`config.mk`:
```
export PLATFORM = sky130hd
export DESIGN_NAME = popcount_accum_seg
export DESIGN_NICKNAME = d
export VERILOG_FILES = /design/src/rtl/popcount_accum_seg.sv
export SDC_FILE = /design/constraint.sdc
export NUM_CORES = 1
export LEC_CHECK = 0
export CAP_MARGIN = 20
export CORE_ASPECT_RATIO = 1.25
export CORE_MARGIN = 4
export CORE_UTILIZATION = 40
export CTS_BUF_LIST = sky130_fd_sc_hd__clkbuf_4 sky130_fd_sc_hd__clkbuf_8
export CTS_CLUSTER_DIAMETER = 80
export DETAILED_ROUTE_END_ITERATION = 8
export PLACE_DENSITY = 0.66
export SLEW_MARGIN = 5
export SYNTH_ARGS = -nofsm -noshare
export SYNTH_HDL_FRONTEND = slang
export SYNTH_SLANG_ARGS = --single-unit
export TNS_END_PERCENT = 20
```
`constraint.sdc`:
```
create_clock -name io_in -period 2.4 [get_ports io_in]
set_input_delay 0.48 -clock io_in [delete_from_list [all_inputs] [get_ports io_in]]
set_output_delay 0.48 -clock io_in [all_outputs]
set_load 0.05 [all_outputs]
```
`src/rtl/popcount_accum_seg.sv`:
```
// Two-stage popcount pipeline: stage 1 counts set data bits, stage 2 shows or accumulates
// the count and drives a seven-segment digit with a sticky overflow dot.
module popcount_accum_seg #(
    parameter int unsigned DATA_W   = 5,
    parameter bit          SATURATE = 1'b0,
    parameter bit          SEG_INV  = 1'b0
) (
    input  logic [7:0] io_in,
    output logic [7:0] io_out
);

    typedef enum logic [0:0] {
        StShow  = 1'b0,
        StAccum = 1'b1
    } state_e;

    logic       clk;
    logic       rst;
    logic       mode_in;
    logic [2:0] pop_cnt;

    assign clk     = io_in[0];
    assign rst     = io_in[1];
    assign mode_in = io_in[2];

    always_comb begin
        pop_cnt = '0;
        for (int i = 0; i < int'(DATA_W); i++) begin
            pop_cnt = pop_cnt + 3'(io_in[3+i]);
        end
    end

    // Stage 1: register the count and mode so io_in never reaches io_out combinationally.
    logic [2:0] p_q;
    logic       m_q;

    always_ff @(posedge clk) begin
        if (rst) begin
            p_q <= '0;
            m_q <= 1'b0;
        end else begin
            p_q <= pop_cnt;
            m_q <= mode_in;
        end
    end

    // Stage 2 state register.
    state_e     state_q, state_d;
    logic [3:0] v_q, v_d;
    logic       ovf_q, ovf_d;

    always_ff @(posedge clk) begin
        if (rst) begin
            state_q <= StShow;
            v_q     <= '0;
            ovf_q   <= 1'b0;
        end else begin
            state_q <= state_d;
            v_q     <= v_d;
            ovf_q   <= ovf_d;
        end
    end

    // Next-state logic: the mode bit alone decides whether we keep accumulating.
    always_comb begin
        state_d = state_q;
        unique case (state_q)
            StShow:  state_d = m_q ? StAccum : StShow;
            StAccum: state_d = m_q ? StAccum : StShow;
            default: state_d = StShow;
        endcase
    end

    logic [4:0] sum;
    assign sum = {1'b0, v_q} + {2'b00, p_q};

    // Datapath: entering or staying in show, and restarting accumulation, all reload from P.
    always_comb begin
        v_d   = {1'b0, p_q};
        ovf_d = 1'b0;
        if (state_q == StAccum && m_q) begin
            ovf_d = ovf_q;
            if (sum[4]) begin
                ovf_d = 1'b1;
                v_d   = SATURATE ? 4'hF : sum[3:0];
            end else begin
                v_d = sum[3:0];
            end
        end
    end

    logic [6:0] seg_raw;

    always_comb begin
        seg_raw = 7'h00;
        case (v_q)
            4'h0:    seg_raw = 7'h3F;
            4'h1:    seg_raw = 7'h06;
            4'h2:    seg_raw = 7'h5B;
            4'h3:    seg_raw = 7'h4F;
            4'h4:    seg_raw = 7'h66;
            4'h5:    seg_raw = 7'h6D;
            4'h6:    seg_raw = 7'h7D;
            4'h7:    seg_raw = 7'h07;
            4'h8:    seg_raw = 7'h7F;
            4'h9:    seg_raw = 7'h6F;
            4'hA:    seg_raw = 7'h77;
            4'hB:    seg_raw = 7'h7C;
            4'hC:    seg_raw = 7'h39;
            4'hD:    seg_raw = 7'h5E;
            4'hE:    seg_raw = 7'h79;
            4'hF:    seg_raw = 7'h71;
            default: seg_raw = 7'h00;
        endcase
    end

    assign io_out = {ovf_q, SEG_INV ? ~seg_raw : seg_raw};

endmodule

```
==> flow_summary.ini, run 1 <==
[finish]
n_antenna_cell = 0
area_delta_synth_final_pct = 28.5
fin_nets = 121
drive_gt1_share_pct = 22.0
fillers = 154
fin_area_um2 = 918

[floorplan]
die_height_um = 55.3
start_util_pct = 44.1
die_w_um = 45.8
rows = 16
io_pins = 16
core_mm2 = 0.00162
die-area_mm2 = 0.00253

[logic_synthesis]
synth-simple-area-share_pct = 21.2
synth-xor-area-share_pct = 0
synth_mux_area_share_pct = 0
yosysSeqAreaShare_pct = 28.0
synth_area_um2 = 714
synth_fp_nets = 105
syn_avg_cell_area_um2 = 8.61
synth_compound_area_share_pct = 17.5
synth_top_family_by_area = adder cells
ys_types = 27
yosys_warnings = 0
synth_seq_cells = 10
synth_cells = 83
synthAdderAreaFrac_pct = 27.7

[power_and_ir_drop]
p_int_mw = 0.518
total_power_mw = 0.747
clock_power_share_pct = 75.2
power.leakage_nw = 0.414
p_comb_share_pct = 0
power.switching_mw = 0.229
seq_power_share_pct = 24.8
power.density_mw_per_mm2 = 814
swShare_pct = 30.6
ir_drop_mv = 0.694

[clock_network]
cts_setup_buffers = 0
holdBufCountCts = 0
clk_latency_ps = 270
cts_resized = 0
cts_tree = built
clkSlewWorstSetupHoldPaths_ps = 70

[place]
pre_cts_ws_ps = -99.1
portBuffers = 8
placed_area_um2 = 822
hpwl_mm = 1.05
gp_congestion = 0.829

[global_routing]
gr-total-overflow = 0
antenna_found_initial = 0
grt_usage_pct = 15.7
grt_pass1_vias = 721
grt_pass1_wl_mm = 2.49
grt_max_degree = 18

[route]
drt_pass1_iterations = 4
drt_iter0_drc = 8
vias = 627
wire_per_inst_um = 12.3
wl_mm = 1.45
viasPerCell = 5.31
antenna_left = 0
drc = 0

[critical_path]
required_ps = 2570
critPathCaptureType = flip-flop
cp_max_fo = 1
critPathKind = clk -> reg
cp-start-kind = clock port
arrival_ps = 2410

[sta]
fin_skew_ps = 2.62
grt_setup_unrepaired = no
fin_hold_ws_ps = -146
slew_headroom_pct = 66.4
finalSetupViolCount = 0
fin_ws_ps = 168
final_hold_viol_count = 1
finalMaxSlewViolations = 0
tightest_slew_ps = 503

[status]
status = finished with violations
failed_checks = hold timing

[min_path]
min-delay-path-class = clk -> reg

[flow_run]
cap_violations = 0
power groups by stage:
stage	Sequential [mW]	Combinational, mW	Clock, mW
3_3_place_gp	0.191	0.000000232	0.150
5_1_grt	0.185	0.000000232	0.654
4_1_cts	0.185	0.000000232	0.595
6_report	0.186	0.000000232	0.562
3_5_place_dp	0.191	0.000000232	0.150
2_1_floorplan	0.191	0.000000199	0.150
sequential cells by signal, indices dropped and copies added, names as in the netlist:
name / flops
ovf_q: 1
p_q: 3
m_q: 1
state_q: 1
v_q: 4
worst max-delay path: stages:
cell	delay, ps
fa_1	480
fa_2	340
ha_1	260
nor2b_1	120
cells in the mapped netlist (all sizes together):
| cell | instances | share of area, % |
|---|---|---|
| nor3 | 1 | 0.70 |
| a211oi | 1 | 1.1 |
| nor2 | 1 | 0.52 |
| or2 | 1 | 0.88 |
| or3 | 1 | 0.88 |
| a21boi | 1 | 1.1 |
| nand2 | 9 | 5.1 |
| inv | 6 | 3.2 |
| buf | 3 | 2.5 |
| nand2b | 2 | 1.8 |
| a31oi | 1 | 0.88 |
| a21oi | 8 | 5.6 |
| nor2b | 8 | 7.0 |
| nand3 | 3 | 2.1 |
| and2b | 1 | 1.1 |
| and3b | 1 | 1.2 |
| ha | 11 | 19 |
| fa | 3 | 8.4 |
| a311oi | 1 | 1.2 |
| dfxtp | 10 | 28 |
| o21ai | 8 | 5.6 |
| a21o | 1 | 1.1 |
| o21a | 1 | 1.1 |
metal layers:
metal	global-route usage, %	part of all wire, %	vias to the layer above
met5	0	0	-
met4	25.2	5.3	0
met3	15.3	9.7	9
met2	18.2	48	26
met1	10.0	37	277
li1	-	-	315
cells in the final DEF, fill, tap and decap left out, drive strengths merged:
master         count
a311oi             1
or3                1
ha                11
clkbuf            11
fa                 3
nor2               1
clkinvlp           1
a21o               1
and3b              1
a21boi             1
a31oi              1
and2b              1
a211oi             1
nor2b              8
a21oi              8
nor3               1
dfxtp             10
or2                1
clkdlybuf4s50      1
inv                6
o21ai              8
nand3              3
buf                7
nand2              9
o21a               1
nand2b             2
cells by family (layout without fill, tap and decap cells):
logic type,Yosys count,after routing
buf+inv,9,26
simple gates,28,28
flops,10,10
fa+ha+maj,14,14
compound gates,22,22
final cells by class:
class | count | area [um2] | area share (%)
Tap cell | 18 | 22.5 | 2.45
Clock buffer | 11 | 88.8 | 9.67
Sequential cell | 10 | 200 | 21.8
Clock inverter | 1 | 7.51 | 0.817
Inverter | 6 | 22.5 | 2.45
Timing Repair Buffer | 8 | 100 | 10.9
Multi-Input combinational cell | 64 | 477 | 51.9
final timing paths:
path                            slack [ps]                  to          startpoint  cells past startpoint
worst max-delay path                   170   p_q[1]$_SDFF_PP0_            io_in[3]                      4
worst max register to register         660   v_q[2]$_SDFF_PP0_   v_q[0]$_SDFF_PP0_                      6
worst min register to register         440  ovf_q$_SDFFE_PP0P_  ovf_q$_SDFFE_PP0P_                      2
worst min-delay path                  -150      m_q$_SDFF_PP0_            io_in[2]                      1
per-stage QoR:
stage          TNS, ps  util [%]  cells
6_report             0      56.6    118
5_1_grt              0      56.6    118
4_1_cts              0      56.6    118
3_5_place_dp      -104      50.7    106
3_3_place_gp      -104      50.7    106
2_1_floorplan     -104         -     83
No activity file was read; power rests on OpenSTA's default activity.
==> inputs of run 2 (changes only) <==
CORE_UTILIZATION = 25   (was 40)
PLACE_DENSITY = default   (was 0.66)
==> run 2 against run 1 <==
Compared with the run above:
- non-clock buffer count stayed put
- utilization fell by 22 points
- sequential share of layout area decreased by 0.18 points
- register-to-register slack about the same
- clock power down 3%
- final cell count rose by 14%
- critical path depth did not move
- clock skew about the same
- critical endpoint unchanged
- the run still ends with hold timing left
- via count grew 0.96%
- flip-flop and latch count unchanged
- highest routed layer unchanged
- design area grew 0.82%
- global-route usage is 6.0 points lower
==> flow_summary.ini, run 2 (synthesized netlist as in run 1, its figures left out) <==
[power_and_ir_drop]
clock_power_share_pct = 74.7
swShare_pct = 27.8
ir_drop_mv = 0.446
p_int_mw = 0.529
p_comb_share_pct = 0
power.switching_mw = 0.204
seq_power_share_pct = 25.3
total_power_mw = 0.733
power.leakage_nw = 0.416
power.density_mw_per_mm2 = 791

[finish]
max_flop_register = v_q
fin_area_um2 = 926
finish.utilization_pct = 34.2
largestRegisters = v_q (4), p_q (3)
n_antenna_cell = 0
area_delta_synth_final_pct = 29.6
drive_gt1_share_pct = 22.0
fin_nets = 121
finalNonFillerCells = 134
largest_register_ffs = 4
final_cell_mix = 11 x ha_1, 11 x clkbuf_4, 10 x dfxtp_1

[global_routing]
grt_pass1_wl_mm = 2.62
grt_pass1_vias = 755
gr-total-overflow = 0
grt_usage_pct = 9.71
grt_max_degree = 18
antenna_found_initial = 0

[critical_path]
critPathKind = clk -> reg
required_ps = 2560
reg2reg_depth = 6
crit_chain = fa_1 -> fa_2 -> ha_1 -> nor2b_1
slowest_stage = fa_1
arrival_ps = 2410
r2r_end = v_q[2]$_SDFF_PP0_
cp_max_fo = 1
r2r_start = v_q[0]$_SDFF_PP0_
critPathCaptureType = flip-flop
cpPeakStageDelay_ps = 480
r2r_slack_ps = 660
cp-start-kind = clock port

[min_path]
worstHoldStart = io_in[2]
min-delay-path-class = clk -> reg
min_path_cells = 1
min_to = m_q$_SDFF_PP0_

[floorplan]
die_w_um = 55.8
rows = 21
start_util_pct = 26.4
core_mm2 = 0.00271
die-area_mm2 = 0.00378
die_height_um = 67.8
io_pins = 16

[sta]
tightest_slew_ps = 490
slew_headroom_pct = 67.2
final_hold_viol_count = 1
fin_hold_ws_ps = -134
finalMaxSlewViolations = 0
grt_setup_unrepaired = no
fin_ws_ps = 153
fin_skew_ps = 3.06
finalSetupTns_ps = 0
finalSetupViolCount = 0

[route]
viasPerCell = 4.72
wire_per_inst_um = 10.6
vias = 633
drt_pass1_iterations = 4
drc = 0
antenna_left = 0
wl_mm = 1.43
drt_iter0_drc = 3

[clock_network]
holdBufCountCts = 0
cts_resized = 0
cts_tree = built
clkSlewWorstSetupHoldPaths_ps = 70
clk_latency_ps = 260
cts_setup_buffers = 0

[place]
placed_area_um2 = 830
gp_congestion = 0.754
pre_cts_ws_ps = -99.1
place_inst = 122
hpwl_mm = 1.10
portBuffers = 8

[flow_run]
cap_violations = 0

[status]
status = finished with violations
failed_checks = hold timing
[run 2: worst max path at each step]
stage,to,slack (ps),start,cells after the start
after global routing,io_out[0],7,v_q[1]$_SDFF_PP0_,5
after floorplan,p_q[1]$_SDFF_PP0_,-100,io_in[3],4
after detailed placement,p_q[1]$_SDFF_PP0_,-100,io_in[3],4
final,p_q[1]$_SDFF_PP0_,150,io_in[3],4
after CTS,p_q[1]$_SDFF_PP0_,140,io_in[3],4
after global placement,p_q[1]$_SDFF_PP0_,-100,io_in[3],4
[run 2: power by group through the flow]
| stage | combinational [mW] | clock (mW) | sequential [mW] |
|---|---|---|---|
| 2_1_floorplan | 0.000000199 | 0.150 | 0.191 |
| 3_3_place_gp | 0.000000230 | 0.150 | 0.191 |
| 3_5_place_dp | 0.000000230 | 0.150 | 0.191 |
| 4_1_cts | 0.000000230 | 0.590 | 0.185 |
| 5_1_grt | 0.000000230 | 0.645 | 0.185 |
| 6_report | 0.000000230 | 0.547 | 0.186 |
[run 2: critical path: cells and delay by family]
family | cells | cell delay (ps)
adders and majority gates | 3 | 1080
and+or+nand+nor | 1 | 120
[run 2: area by class of cell]
class                   count  area (um2)
repair buffers              8        87.6
multi-input cells          64         477
inverters                   6        22.5
fillers                   299        1780
well taps                  34        42.5
flip-flops and latches     10         200
clock buffers              12        96.3
[run 2: per-layer routing]
metal / part of all wire (%) / wire, um / vias up / track usage [%]
li1: - / - / 315 / -
met1: 38 / 535 / 280 / 7.19
met2: 48 / 691 / 25 / 11.5
met3: 8.8 / 125 / 13 / 8.22
met4: 5.1 / 72 / 0 / 16.9
met5: 0 / 0 / - / 0
==> inputs of run 3 (changes only) <==
HOLD_SLACK_MARGIN = 0.03   (was default)
==> results of run 3 <==
Final layout, timing and power as in run 2 (identical DEF).
